`src/rtl/mips_pkg.sv`:
```
// Shared definitions for the MIPS-style fetch path: access-size codes, reset PC,
// fetch FSM state encoding and instruction size.
package mips_pkg;

  localparam logic [1:0]  ACC_WORD   = 2'b00;
  localparam logic [31:0] RESET_PC   = 32'h8002_0000;
  localparam int          INST_BYTES = 4;

  typedef enum logic [1:0] {
    IDLE = 2'd0,
    REQ  = 2'd1,
    WAIT = 2'd2,
    HOLD = 2'd3
  } fetch_state_e;

endpackage

```
`src/rtl/fetch_pc.sv`:
```
// Program counter register: loads RESET_PC on reset, advances by one instruction
// on request and takes a word-aligned redirect target (redirect has priority).
module fetch_pc #(
  parameter int                      ADDRESS_SIZE = 32,
  parameter logic [ADDRESS_SIZE-1:0] RESET_PC     = ADDRESS_SIZE'(mips_pkg::RESET_PC)
) (
  input  logic                    clk,
  input  logic                    rst,
  input  logic                    load_i,
  input  logic [ADDRESS_SIZE-1:0] target_i,
  input  logic                    inc_i,
  output logic [ADDRESS_SIZE-1:0] pc_o
);
  import mips_pkg::*;

  logic [ADDRESS_SIZE-1:0] pc_q;
  logic [ADDRESS_SIZE-1:0] pc_d;

  // Next PC: aligned redirect wins over sequential increment (wraps modulo 2^N).
  always_comb begin
    pc_d = pc_q;
    if (load_i) begin
      pc_d = target_i & ~ADDRESS_SIZE'(3);
    end else if (inc_i) begin
      pc_d = pc_q + ADDRESS_SIZE'(INST_BYTES);
    end
  end

  // PC register with asynchronous reset to the boot address.
  always_ff @(posedge clk or posedge rst) begin
    if (rst) begin
      pc_q <= RESET_PC;
    end else begin
      pc_q <= pc_d;
    end
  end

  assign pc_o = pc_q;

endmodule

```
`src/rtl/inst_fetch.sv`:
```
// Instruction fetch stage: issues single-word reads at the PC, returns fetched
// words to decode over a valid/stall handshake and handles branch redirects,
// dropping any read that was already in flight when the redirect arrived.
module inst_fetch #(
  parameter int                      ADDRESS_SIZE = 32,
  parameter int                      DATA_SIZE    = 32,
  parameter int                      ACCESS_SIZE  = 2,
  parameter logic [ADDRESS_SIZE-1:0] RESET_PC     = ADDRESS_SIZE'(mips_pkg::RESET_PC)
) (
  input  logic                    clk,
  input  logic                    rst,
  output logic [ADDRESS_SIZE-1:0] mem_addr,
  output logic                    mem_en,
  output logic                    mem_wren,
  output logic [ACCESS_SIZE-1:0]  mem_acc_size,
  input  logic [DATA_SIZE-1:0]    mem_d_out,
  input  logic                    mem_busy,
  input  logic                    br_taken,
  input  logic [ADDRESS_SIZE-1:0] br_target,
  input  logic                    dec_stall,
  output logic                    inst_valid,
  output logic [DATA_SIZE-1:0]    inst,
  output logic [ADDRESS_SIZE-1:0] inst_pc
);
  import mips_pkg::*;

  fetch_state_e            state_q, state_d;
  logic                    squash_q, squash_d;
  logic                    valid_q, valid_d;
  logic [DATA_SIZE-1:0]    inst_q, inst_d;
  logic [ADDRESS_SIZE-1:0] inst_pc_q, inst_pc_d;
  // Word returned while decode still holds the previous one; parked here so the
  // visible output never changes under dec_stall.
  logic [DATA_SIZE-1:0]    hold_q, hold_d;
  logic [ADDRESS_SIZE-1:0] hold_pc_q, hold_pc_d;

  logic [ADDRESS_SIZE-1:0] pc;
  logic                    pc_load;
  logic                    pc_inc;
  logic                    slot_free;

  fetch_pc #(
    .ADDRESS_SIZE (ADDRESS_SIZE),
    .RESET_PC     (RESET_PC)
  ) u_fetch_pc (
    .clk      (clk),
    .rst      (rst),
    .load_i   (pc_load),
    .target_i (br_target),
    .inc_i    (pc_inc),
    .pc_o     (pc)
  );

  // The output slot can take a new word this edge if it is empty or being consumed.
  assign slot_free = !valid_q || !dec_stall;

  // Next-state, output-slot and PC control; redirect overrides everything else.
  always_comb begin
    state_d   = state_q;
    squash_d  = squash_q;
    valid_d   = valid_q && !slot_free;
    inst_d    = inst_q;
    inst_pc_d = inst_pc_q;
    hold_d    = hold_q;
    hold_pc_d = hold_pc_q;
    pc_load   = 1'b0;
    pc_inc    = 1'b0;

    case (state_q)
      IDLE: state_d = REQ;
      REQ: begin
        if (!mem_busy) state_d = WAIT;
      end
      WAIT: begin
        if (!mem_busy) begin
          if (squash_q) begin
            squash_d = 1'b0;
            state_d  = REQ;
          end else begin
            pc_inc = 1'b1;
            if (slot_free) begin
              inst_d    = mem_d_out;
              inst_pc_d = pc;
              valid_d   = 1'b1;
              state_d   = REQ;
            end else begin
              hold_d    = mem_d_out;
              hold_pc_d = pc;
              state_d   = HOLD;
            end
          end
        end
      end
      HOLD: begin
        if (slot_free) begin
          inst_d    = hold_q;
          inst_pc_d = hold_pc_q;
          valid_d   = 1'b1;
          state_d   = REQ;
        end
      end
      default: state_d = IDLE;
    endcase

    if (br_taken) begin
      pc_load   = 1'b1;
      pc_inc    = 1'b0;
      valid_d   = 1'b0;
      inst_d    = inst_q;
      inst_pc_d = inst_pc_q;
      hold_d    = hold_q;
      hold_pc_d = hold_pc_q;
      // A read still outstanding must be allowed to return and then be dropped;
      // if its data lands on this very edge it is simply discarded.
      if (state_q == WAIT && mem_busy) begin
        squash_d = 1'b1;
        state_d  = WAIT;
      end else begin
        squash_d = 1'b0;
        state_d  = IDLE;
      end
    end
  end

  // State, squash flag and output/hold registers; reset clears everything.
  always_ff @(posedge clk or posedge rst) begin
    if (rst) begin
      state_q   <= IDLE;
      squash_q  <= 1'b0;
      valid_q   <= 1'b0;
      inst_q    <= '0;
      inst_pc_q <= '0;
      hold_q    <= '0;
      hold_pc_q <= '0;
    end else begin
      state_q   <= state_d;
      squash_q  <= squash_d;
      valid_q   <= valid_d;
      inst_q    <= inst_d;
      inst_pc_q <= inst_pc_d;
      hold_q    <= hold_d;
      hold_pc_q <= hold_pc_d;
    end
  end

  assign mem_en       = (state_q == REQ);
  assign mem_addr     = pc;
  assign mem_wren     = 1'b0;
  assign mem_acc_size = ACCESS_SIZE'(ACC_WORD);
  assign inst_valid   = valid_q;
  assign inst         = inst_q;
  assign inst_pc      = inst_pc_q;

endmodule

```
`config.mk`:
```
export PLATFORM = sky130hd
export DESIGN_NAME = inst_fetch
export DESIGN_NICKNAME = d
export VERILOG_FILES = /design/src/rtl/mips_pkg.sv /design/src/rtl/fetch_pc.sv /design/src/rtl/inst_fetch.sv
export SDC_FILE = /design/constraint.sdc
export NUM_CORES = 1
export LEC_CHECK = 0
export ABC_AREA = 1
export CORE_MARGIN = 4
export CORE_UTILIZATION = 50
export DETAILED_ROUTE_END_ITERATION = 10
export PLACE_DENSITY = 0.81
export SLEW_MARGIN = 5
export SYNTH_ARGS = -nofsm -noshare
export SYNTH_HDL_FRONTEND = slang
export SYNTH_SLANG_ARGS = --single-unit
```
`constraint.sdc`:
```
create_clock -name clk -period 5.8 [get_ports clk]
set_clock_uncertainty 0.05 [all_clocks]
set_input_delay 0.87 -clock clk [delete_from_list [all_inputs] [get_ports clk]]
set_output_delay 0.87 -clock clk [all_outputs]
set_load 0.01 [all_outputs]
```
==> out/summary.txt <==
DRC - 0
total CTS buffers - 17
area grow syn2layout - 29.2%
async set-reset flop share out of synthesis - 100%
diode count - 0
htree depth - 4
multi-input logic area - 3020 um^2
WP data required - 6050 ps
slew of the pin with the lowest slew margin - 1140 ps
Hold Crit Class - reg -> reg
Die Wd - 131 um
share of cells above drive strength 1 - 4.06%
initial antenna violation count - 0
most frequent cell after synthesis - nand2_1
critical path endpoint category - flop
Clock Sink Count - 158
Final Max Tran Viols - 0
Startpoint Class - primary input
synth warn - 0
clk_lat worst skew - 410 ps
dpl cells - 1261
Rows - 44
Pwr Density - 376 nW/um^2
Finished Layout Cells - 1293
Post-CTS Resized - 0
RSZ-0062 raised after global routing - no
starting density of the core - 51.4%
number of setup violations in the final report - 0
DP HPWL - 12.8 mm
f_max - 290 MHz
first-pass GRT wire length - 30.0 mm
number of enable flip-flop cells after synthesis - 0
largest net degree at the start of global routing - 125
Chip Height - 131 um
drt via density - 5.16
Most Frequent Cell on Critical Path - inv_2
Worst path max stage delay - 630 ps
Final Cycle Share - 59.4%
via count - 6674
crit path DAT - 3690 ps
P_leak - 0.00453 uW
dpl ws - 1940 ps
CTS tree - built
outcome - complete, no violations
list of most frequent post-synthesis cells - 251 x nand2_1, 156 x dfrtp_1, 131 x o21ai_0, 121 x nor2_1, 80 x inv_1
CP max FO - 124
Synth area leader - dfrtp_1
Period minus WS final - 3440 ps
setup slack after layout - 2360 ps
total gr overflow - 0
core area - 14600 um^2
routability cong. - 0.941
#FFs+latches synth - 158
cell area after layout - 9730 um^2
cells after synthesis - 960
Port Buffers - 160
fillers - 1241
crit path max-delay cell type - nand2_4
Syn Area/Cell - 7.85 um^2
hold buffer count at cts - 0
clk root buf - clkbuf_16
Final TNS setup - 0 ps
hold slack final - 430 ps
relative slew slack - 24.1%
max cap viols - 0
distinct cell type count after synthesis - 34
Mapped Area - 7530 um^2
buffer count from post-CTS setup fixing - 0
gr usage total - 22.0%
sequential share of the synthesized area - 52.5%
Post-DP Area - 9180 um^2
Max VDD drop - 235 uV
cells along the critical path - clkdlybuf4s50_1 -> buf_4 -> inv_2 -> nand2_2 -> inv_2 -> nand2_4 -> o21ai_0
Yosys top cell area share - 51.8%
Starting DRT DRC Count - 453
# nets final - 1171
Register Area - 3960 um^2
# IOs - 170
TritonRoute pass-1 iters - 5
die area - 17100 um^2
CTS Buffer Depth - 2
overall routed net length - 18.5 mm
CP Class - in -> reg
DR WL/cell - 14.3 um
vias in the first global route - 6140
Top FF cell, synth - dfrtp_1
ranking of synthesized cells by area - dfrtp_1 52%, nand2_1 13%, o21ai_0 8.7%
clock transition at the registers of the reported paths - 60 ps
Final Hold Viols - 0
Final ANT Viol Nets - 0
==> state kept, by name, indices dropped and copies added (netlist names) <==
| signal | count |
|---|---|
| hold_pc_q | 30 |
| hold_q | 32 |
| inst | 32 |
| inst_pc | 30 |
| inst_valid | 1 |
| squash_q | 1 |
| state_q | 2 |
| u_fetch_pc.pc_o | 30 |
==> logic make-up after synthesis <==
family | count (synthesis) | synth area share, %
AO/OA/AOI/OAI | 220 | 15.0
XOR/XNOR | 9 | 1.05
adder cells (fa/ha/maj) | 6 | 0.997
buffers and inverters | 138 | 7.69
flip-flops | 158 | 52.5
other | 1 | 0.0498
AND/OR/NAND/NOR | 428 | 22.7
==> worst max-delay path, delay by kind of cell <==
kind	cells	cell delay, ps
AOI/OAI and AO/OA	1	450
buffers and inverters	4	1370
and+or+nand+nor	2	880
==> area by class of cell <==
cell class	count	area share [%]
clock buffer	21	4.63
clock inverter	11	0.965
inverter	84	3.31
multi-input combinational	670	31.1
sequential	158	40.7
tap	184	2.37
timing repair buffer	165	17.0
==> final timing paths <==
| check | startpoint | endpoint | slack [ps] | cells after the start |
|---|---|---|---|---|
| hold reg to reg | hold_pc_q[29] | hold_pc_q[29] | 430 | 2 |
| max in group asynchronous | rst | u_fetch_pc.pc_o[31] | 3650 | 3 |
| min in group asynchronous | rst | inst[12] | 960 | 2 |
| hold / removal | hold_pc_q[29] | hold_pc_q[29] | 430 | 2 |
| setup / recovery | br_taken | hold_q[7] | 2360 | 7 |
| setup reg to reg | state_q[0] | hold_q[7] | 2450 | 8 |
==> cell usage in the layout (no fill, tap or decap), drive strengths merged, types with 6 or more instances in the layout <==
cell type and n:
xor2 8, o21ai 142, clkdlybuf4s50 160, inv 82
dfrtp 156, conb 7, a21oi 66, clkinv 8
ha 6, nand3 44, clkbuf 21, nand2 253
nor2 123
==> metrics by stage <==
step,util [%],total power [uW]
final,66.4,3660
after global routing,66.4,3870
after CTS,66.4,3700
after detailed placement,62.7,2660
after global placement,62.7,2630
after floorplan,-,2000
==> power by group <==
part	internal [uW]	total [uW]	switching [uW]
registers	1350	1510	156
clock network	598	1030	430
logic	608	1120	514
total	2560	3660	1100
==> layer usage <==
layer  GRT usage (%)  wire length, um  up-vias
met5               0                0        -
li1                -                -     3343
met3            3.98             1160       15
met2            34.6             8640      205
met4            6.23              208        0
met1            31.6             8510     3111
No activity file was read; power rests on OpenSTA's default activity.
==> patch: new RTL, config.mk and constraints unchanged <==
Change the parameter `ACCESS_SIZE` from 2 to 8.
--- a/src/rtl/inst_fetch.sv
+++ b/src/rtl/inst_fetch.sv
@@ -5,5 +5,5 @@
   parameter int                      ADDRESS_SIZE = 32,
   parameter int                      DATA_SIZE    = 32,
-  parameter int                      ACCESS_SIZE  = 2,
+  parameter int                      ACCESS_SIZE  = 8,
   parameter logic [ADDRESS_SIZE-1:0] RESET_PC     = ADDRESS_SIZE'(mips_pkg::RESET_PC)
 ) (
Ports: changed (resized mem_acc_size); port bits go from 170 to 176. The function was not compared with the original's and may differ.
==> patch against the original RTL <==
Via count is 0.36% higher; total power is 4.5% higher; setup slack better by 0.18 ns; routed wire length grew 3.7%; cell area is 1.4% higher; area after synthesis grew 0.60%; die area is 0.57% higher; sequential cell count unchanged; critical endpoint is now hold_pc_q[11]$_DFFE_PP0P_; largest power group unchanged; highest routed layer unchanged.
==> patch: results <==
group,metric,value,unit
layout,drive_gt1_share,4.47,%
critical_path,reg2reg_slack,2.60,ns
drt,wl_per_cell,14.7,um
critical_path,ff2ff_path_depth,10,
pwr,power,3.82,mW
place,hpwl,13000,um
critical_path,crit_fanout,61,
pwr,irDropWorstVdd,0.000218,V
place,gp_congestion,0.939,
critical_path,crit_family,"simple AND/OR/NAND/NOR gates",
status,status,"finished clean",
synth,ys_top_cells_by_area,"dfrtp_1 52%, nand2_1 12%, o21ai_0 8.7%, nor2_1 6.0%, a21oi_1 4.4%",
global_route,grt_pass1_wl,31700,um
place,dpl_cell_area,9230,um^2
drt,viasPerCell,5.14,
critical_path,r2r-end,"hold_pc_q[11]$_DFFE_PP0P_",
synth,ys_seq_area_share,52.2,%
layout,nFillCells,1273,
pwr,seqPwrFrac,39.4,%
critical_path,startpoint,"mem_busy",
hold_path,hold_start,"hold_pc_q[24]$_DFFE_PP0P_",
drt,first_iter_violations,536,
critical_path,max_stage_delay,0.52,ns
layout,final_nets,1180,
pwr,p_int,2.69,mW
critical_path,crit_slowest_cell,"nor2_2",
critical_path,cp_data_arrival_time,3.48,ns
hold_path,holdPathEnd,"hold_pc_q[24]$_DFFE_PP0P_",
-- patch: cell count changes after synthesis --
cell,change
buf_4,+6
-- patch: through the flow --
stage | util (%) | std cells
3_3_place_gp | 62.8 | 1270
5_1_grt | 67.1 | 1302
2_1_floorplan | - | 978
3_5_place_dp | 62.8 | 1270
6_report | 67.1 | 1302
4_1_cts | 67.1 | 1302
-- patch: routing by layer --
layer | GRT usage, % | vias up | routed length [um]
li1 | - | 3350 | -
met1 | 31.2 | 3106 | 8760
met2 | 36.1 | 221 | 9000
met3 | 4.28 | 21 | 1160
met4 | 6.59 | 0 | 280
met5 | 0 | - | 0
-- patch: cell type report --
cell class | count | area, um^2 | share of cell area [%]
Multi-Input combinational cell | 676 | 3050 | 30.9
Sequential cell | 158 | 3960 | 40.1
Clock buffer | 19 | 443 | 4.49
Tap cell | 184 | 230 | 2.33
Timing Repair Buffer | 168 | 1670 | 17.0
Clock inverter | 13 | 189 | 1.92
Inverter | 84 | 322 | 3.26
